## src/rtl/sell_txn_ctrl.sv

```systemverilog
// Vending transaction sequencer: coin credit, price-table lookup, dispense/success strobes
// and unit-by-unit change payout. Prices are programmed over a small Avalon-MM slave.
module sell_txn_ctrl #(
    parameter int CREDIT_W     = 8,
    parameter int MAX_CREDIT   = 99,
    parameter int SUCCESS_HOLD = 16
) (
    input  logic                clk,
    input  logic                reset,
    input  logic                coin_valid,
    input  logic [3:0]          coin_value,
    input  logic                sel_valid,
    input  logic [1:0]          sel_item,
    input  logic                cancel,
    input  logic [1:0]          address,
    input  logic                chipselect,
    input  logic                write_n,
    input  logic [CREDIT_W-1:0] writedata,
    output logic [CREDIT_W-1:0] readdata,
    output logic [CREDIT_W-1:0] credit,
    output logic                busy,
    output logic                dispense_valid,
    output logic [1:0]          dispense_item,
    output logic                buy_success,
    output logic                change_pulse,
    output logic                coin_reject,
    output logic                insufficient
);

    localparam logic [2:0] S_IDLE    = 3'd0;
    localparam logic [2:0] S_COLLECT = 3'd1;
    localparam logic [2:0] S_VEND    = 3'd2;
    localparam logic [2:0] S_SUCCESS = 3'd3;
    localparam logic [2:0] S_CHANGE  = 3'd4;

    localparam int SUM_W  = CREDIT_W + 1;
    localparam int HOLD_W = $clog2(SUCCESS_HOLD + 1);

    logic [2:0]          state_q, state_d;
    logic [CREDIT_W-1:0] credit_q, credit_d;
    logic [HOLD_W-1:0]   hold_q, hold_d;
    logic [CREDIT_W-1:0] price_q [4];
    logic                change_q, change_d;
    logic                reject_q, reject_d;
    logic                insuff_q, insuff_d;
    logic                disp_q;
    logic [1:0]          item_q, item_d;
    logic                success_q;
    logic                busy_q;

    logic [SUM_W-1:0]    coin_sum;
    logic                coin_ok;
    logic [CREDIT_W-1:0] sel_price;

    assign coin_sum  = SUM_W'(credit_q) + SUM_W'(coin_value);
    assign coin_ok   = coin_valid && (coin_value != 4'd0) && (coin_sum <= SUM_W'(MAX_CREDIT));
    assign sel_price = price_q[sel_item];
    assign readdata  = price_q[address];

    always_comb begin
        state_d  = state_q;
        credit_d = credit_q;
        hold_d   = hold_q;
        change_d = 1'b0;
        reject_d = 1'b0;
        insuff_d = 1'b0;
        item_d   = 2'd0;
        case (state_q)
            S_IDLE, S_COLLECT: begin
                if (coin_ok) begin
                    credit_d = coin_sum[CREDIT_W-1:0];
                    state_d  = S_COLLECT;
                end else if (coin_valid) begin
                    reject_d = 1'b1;
                end
                // Affordability uses the credit held before any same-cycle coin.
                if (sel_valid) begin
                    if (sel_price <= credit_q) begin
                        state_d  = S_VEND;
                        credit_d = credit_d - sel_price;
                        item_d   = sel_item;
                    end else begin
                        insuff_d = 1'b1;
                    end
                end else if (cancel && state_q == S_COLLECT && credit_d != '0) begin
                    state_d  = S_CHANGE;
                    change_d = 1'b1;
                    credit_d = credit_d - 1'b1;
                end
            end
            S_VEND: begin
                reject_d = coin_valid;
                state_d  = S_SUCCESS;
                hold_d   = HOLD_W'(SUCCESS_HOLD - 1);
            end
            S_SUCCESS: begin
                reject_d = coin_valid;
                if (hold_q == '0) begin
                    if (credit_q != '0) begin
                        state_d  = S_CHANGE;
                        change_d = 1'b1;
                        credit_d = credit_q - 1'b1;
                    end else begin
                        state_d = S_IDLE;
                    end
                end else begin
                    hold_d = hold_q - 1'b1;
                end
            end
            S_CHANGE: begin
                reject_d = coin_valid;
                if (change_q) begin
                    if (credit_q == '0) state_d = S_IDLE;
                end else begin
                    change_d = 1'b1;
                    credit_d = credit_q - 1'b1;
                end
            end
            default: state_d = S_IDLE;
        endcase
    end

    always_ff @(posedge clk) begin
        if (reset) begin
            state_q   <= S_IDLE;
            credit_q  <= '0;
            hold_q    <= '0;
            change_q  <= 1'b0;
            reject_q  <= 1'b0;
            insuff_q  <= 1'b0;
            disp_q    <= 1'b0;
            item_q    <= 2'd0;
            success_q <= 1'b0;
            busy_q    <= 1'b0;
            price_q[0] <= CREDIT_W'(2);
            price_q[1] <= CREDIT_W'(3);
            price_q[2] <= CREDIT_W'(5);
            price_q[3] <= CREDIT_W'(10);
        end else begin
            state_q   <= state_d;
            credit_q  <= credit_d;
            hold_q    <= hold_d;
            change_q  <= change_d;
            reject_q  <= reject_d;
            insuff_q  <= insuff_d;
            disp_q    <= (state_d == S_VEND);
            item_q    <= item_d;
            success_q <= (state_d == S_SUCCESS);
            busy_q    <= (state_d == S_VEND) || (state_d == S_SUCCESS) || (state_d == S_CHANGE);
            // A zero price would make an item free, so such writes are dropped.
            if (chipselect && !write_n && writedata != '0)
                price_q[address] <= writedata;
        end
    end

    assign credit         = credit_q;
    assign busy           = busy_q;
    assign dispense_valid = disp_q;
    assign dispense_item  = item_q;
    assign buy_success    = success_q;
    assign change_pulse   = change_q;
    assign coin_reject    = reject_q;
    assign insufficient   = insuff_q;

endmodule

```

## config.mk

```make
export PLATFORM = sky130hd
export DESIGN_NAME = sell_txn_ctrl
export DESIGN_NICKNAME = d
export VERILOG_FILES = /design/src/rtl/sell_txn_ctrl.sv
export SDC_FILE = /design/constraint.sdc
export NUM_CORES = 1
export LEC_CHECK = 0
export ABC_AREA = 1
export CAP_MARGIN = 20
export CORE_UTILIZATION = 60
export DETAILED_ROUTE_END_ITERATION = 8
export PLACE_DENSITY_LB_ADDON = 0.25
export SLEW_MARGIN = 20
export SYNTH_ARGS = -nofsm -noshare
export SYNTH_HDL_FRONTEND = slang
export SYNTH_SLANG_ARGS = --single-unit
```

## constraint.sdc

```tcl
create_clock -name clk -period 12.7 [get_ports clk]
set_input_delay 2.54 -clock clk [delete_from_list [all_inputs] [get_ports clk]]
set_output_delay 2.54 -clock clk [all_outputs]
set_load 0.01 [all_outputs]
```

# ---- Word-level counts from Yosys, hierarchy flattened
# Memory sizes are Yosys's and may differ from the RTL's.
# Cells that the tools add are included.
dict set report word_totals {
  mem_bits_ro 0
  ramBits 32
  mem_count 1
  out_inout_bits 24
  input_bits 23
  latch_bits 0
  reg_bits 24
}
dict set report classes {
  addsub 5
  shift 0
  magnitude_cmp 2
  n_mux 38
  multipliers 0
  reduce_logical 25
  bitwise 3
  div_mod_pow 0
  eq_ne 11
}
# memory depth width read_ports rd_ports_with_merged_regs wr line
set memory_table {}
lappend memory_table {price_q 4 8 2 0 4 42} ;# logic [CREDIT_W-1:0] price_q [4];
# op n
set op_table {}
lappend op_table {{2-to-1 mux 8 bit} 9}
lappend op_table {{2-to-1 mux 3 bit} 8}
lappend op_table {{one-hot mux 8 bit (3 select lines)} 1}
lappend op_table {{nonzero test 8 bit} 3}
lappend op_table {{subtractor 8 x 1 -> 8 bit (second input constant)} 2}
lappend op_table {{2-to-1 mux 1 bit} 14}
lappend op_table {{== test 3 x 2 -> 1 bit (second input constant)} 4}
lappend op_table {{one-hot mux 3 bit (4 select lines)} 1}
lappend op_table {{one-hot mux 5 bit (2 select lines)} 1}
lappend op_table {{adder 8 x 4 -> 9 bit} 1}
lappend op_table {{<= comparator 9 x 7 -> 1 bit (second input constant)} 1}
lappend op_table {{<= comparator 8 bit} 1}
lappend op_table {{logical NOT 8 bit} 1}
lappend op_table {{inequality test 2 bit (second input constant)} 4}
lappend op_table {{OR reduction 8 bit} 1}
lappend op_table {{subtractor 8 bit} 1}
lappend op_table {{== test 3 bit (second input constant)} 2}
lappend op_table {{logical AND 1 bit} 6}
lappend op_table {{OR reduction 3 bit} 2}
lappend op_table {{logical NOT 5 bit} 1}
lappend op_table {{2-to-1 mux 5 bit} 1}
lappend op_table {{subtractor 5 x 1 -> 5 bit (second input constant)} 1}
lappend op_table {{AND reduction 4 bit} 1}
lappend op_table {{nonzero test 4 bit} 1}
lappend op_table {{other kinds (13)} 16}

# ---- Depth between registers and ports, before layout
dict set report depth {
  ltp_word 13
  depth_mapped 29
}

# ---- Worst setup path after synthesis
# OpenSTA, ideal clock, no wires.
dict set report synth_timing {
  kind {in2out}
  start {input port address[0]}
  end {output port readdata[6]}
  t_arrival_ns 3.445
  path_stages 5
  setup_slack_ns 6.715
  n_path_buf 2
  cell_sequence {clkbuf_1 inv_1 clkbuf_1 o21ai_0 o22ai_1}
}
dict set report synth_via {
  elab_chain_cells 1
}
# element line
set synth_rtl {}
lappend synth_rtl {{start: declaration} 15} ;# input logic [1:0] address,
lappend synth_rtl {{memory (4 x 8 bit)} --}
lappend synth_rtl {{end: declaration} 19} ;# output logic [CREDIT_W-1:0] readdata,
# Every way passes these cells.

# ---- Worst setup path in the final report
dict set report layout_timing {
  start {input port address[0]}
  end {output port readdata[4]}
}
# The elaborated chain is that of the path after synthesis.

==> run summary <==
Synth Area in Simple Gates: 0.3046
# clock sinks: 56
post-DP HPWL: 8173 µm
diode count: 0
Arr. time, crit path: 4.70 ns
via count: 4,095
Post-synth top flop: edfxtp_1
CTS tree: yes
critical path's slowest cell: clkdlybuf4s50_1
clk root buf: clkbuf_8
Yosys top cell by area: edfxtp_1
layout cell share with drive strength beyond 1: 0.07607
yosys warns: 0
H-tree depth: 2
vias in the first global route: 3,810
Req. time, crit path: 10.16 ns
clock tree buffer depth: 2
largest family of logic cells by synthesized area: simple AND/OR/NAND/NOR gates
row cnt: 30
Layout Skew: 0.01008 ns
startpoint types: input pin
Die ar.: 7356 µm²
Total GRT Usage: 0.3008
first-iteration detailed-routing DRC count: 287
worst slew pin tran: 0.7096 ns
top-count cell post-synth: nand2_1
Fin Setup TNS: 0 ns
DRC Markers: 0
max-slew violations: 0
number of synthesized flops with an enable pin: 32
post-CTS sizing: 0
distinct cell type count after synthesis: 44
first-pass GRT wire length: 17,430 µm
Final Cycle Share: 0.5701
Crit path top cell by count: clkdlybuf4s50_1
ANT nets after route: 0
clock latency on the worst-skew pair: 0.31 ns
Synth Area in Compound Gates: 0.1527
Finish-stage setup viols: 0
Routed WL: 10,360 µm
PD cells: 188.1 nW/µm²
Seq cells post-synth: 56
Synth top area share: 0.2282
final count of hold timing violations: 0
HP Class: flop to flop
largest cells by area after synthesis: edfxtp_1 23%, nand2_1 12%, dfxtp_1 11%
maximum VDD drop: 0.08466 mV
Synth Cell Area: 4210 µm²
Slew HR: 0.5229
vias per cell: 5.633
pin count of the biggest net entering global routing: 24
grt ovf: 0
area added between synthesis and finish: 14.62%
Ports: 47
synthesized instance count: 590
Leakage Power: 2.144 nW
crit path cell chain: clkdlybuf4s50_1 > inv_1 > o21ai_0 > o22ai_1 > clkdlybuf4s50_1
core footprint: 6794 µm²
Initial Utilization: 0.6197
drt pass-1 iters: 5
min-delay src: hold_q[0]
initial antenna violation count: 0
Worst Setup SP: address[0]
RSZ-0062 raised after global routing: no
CTS clk-pin slew, worst paths: 0.10 ns
syn_nets: 640
Final GP Congestion: 0.8755
reg2reg start: credit[0]
chip height: 85.77 µm
Crit Path Class: input pin to output pin
Seq/Total Area, Yosys: 0.3423
worst-path maximum fanout: 19
Synth async-reset ratio: 0
Crit path largest cell delay: 0.72 ns
Max Fclk: 138.1 MHz
postcts setup bufs: 0
Synth Area in XOR/XNOR: 0.01872
min Tclk post-route: 7.241 ns
mux contribution to synthesized area: 0
adder and majority gate portion of the synthesized area: 0.08380
top cells by count, synth: 138 x nand2_1, 78 x inv_1, 76 x nor2_1
drt wl/cell: 14.25 µm
Max Cap Viol: 0
status: finished, final reports clean
Mapped Avg Cell Area: 7.136 µm²
Finished Layout Cells: 727
crit end category: output pin
Die X-Extent: 85.77 µm
Inst Count DP: 719
CTS hold repair buffers: 0
CTS buffer count: 5
port bufs: 46
fin nets: 680
## metrics by stage
stage	power (W)	worst slack (ns)	cell area [µm²]	hold WS (ns)	util
2_1_floorplan	0.0006601	6.715	4210	0.4603	-
3_3_place_gp	0.0007819	5.594	4735	0.4867	0.6969
3_5_place_dp	0.0007976	5.506	4735	0.4866	0.6969
4_1_cts	0.0009015	5.503	4826	0.5044	0.7103
5_1_grt	0.0009879	5.290	4826	0.5292	0.7103
6_report	0.0009077	5.459	4826	0.4989	0.7103
## per-layer routing
metal / global-route usage / part of all wire / vias to the layer above
met5: 0 / 0 / -
met4: 0.1076 / 0.023 / 0
met3: 0.03369 / 0.057 / 23
met2: 0.5367 / 0.50 / 174
met1: 0.3768 / 0.42 / 1869
li1: - / - / 2029
## registers in the layout, summed over array words and instances, names as in the netlist
register,count
insufficient,1
dispense_valid,1
dispense_item,2
coin_reject,1
buy_success,1
change_pulse,1
credit,8
state_q,3
hold_q,5
price_q,32
busy,1
## cells by family after synthesis
| kind of cell | count (synthesis) |
|---|---|
| DFF | 56 |
| xor gates and xnor gates | 9 |
| adders and majority gates | 27 |
| and+or+nand+nor | 287 |
| AOI/OAI and AO/OA | 106 |
| buffers and inverters | 105 |
## cells in the final DEF, fill, tap and decap left out, drive strengths merged, types with 7 or more instances in the layout
master         instances
o21ai                 32
a21oi                 41
dfxtp                 24
edfxtp                32
ha                    25
nand2                149
inv                   88
o22ai                  8
nor2                  83
a32oi                  8
nand3                 35
clkdlybuf4s50         46
nand4                  7
## final timing paths
kind,endpoint,slack (ns),cells past startpoint
setup / recovery,readdata[4],5.46,5
hold / removal,hold_q[0],0.50,1
setup reg to reg,credit[6],8.40,24
hold reg to reg,hold_q[0],0.50,1
## power by group
part | leakage (nW) | switching, W | internal (W)
registers | 0.507 | 0.0000377 | 0.000224
logic | 1.59 | 0.000336 | 0.000208
clock network | 0.0485 | 0.0000628 | 0.0000398
total | 2.14 | 0.000437 | 0.000471
## final cells by class
cell class | instances | area, µm²
multi-input combinational | 429 | 2357
sequential | 56 | 1441
tap | 96 | 120.1
clock buffer | 5 | 68.82
clock inverter | 3 | 22.52
inverter | 90 | 340.3
timing repair buffer | 48 | 475.5
fill | 566 | 1968
## critical path, delay by kind of cell
family	cells	cell delay (ns)
AOI/OAI and AO/OA	2	0.33
buffers and inverters	3	1.83
(Power assumes the default switching activity.)
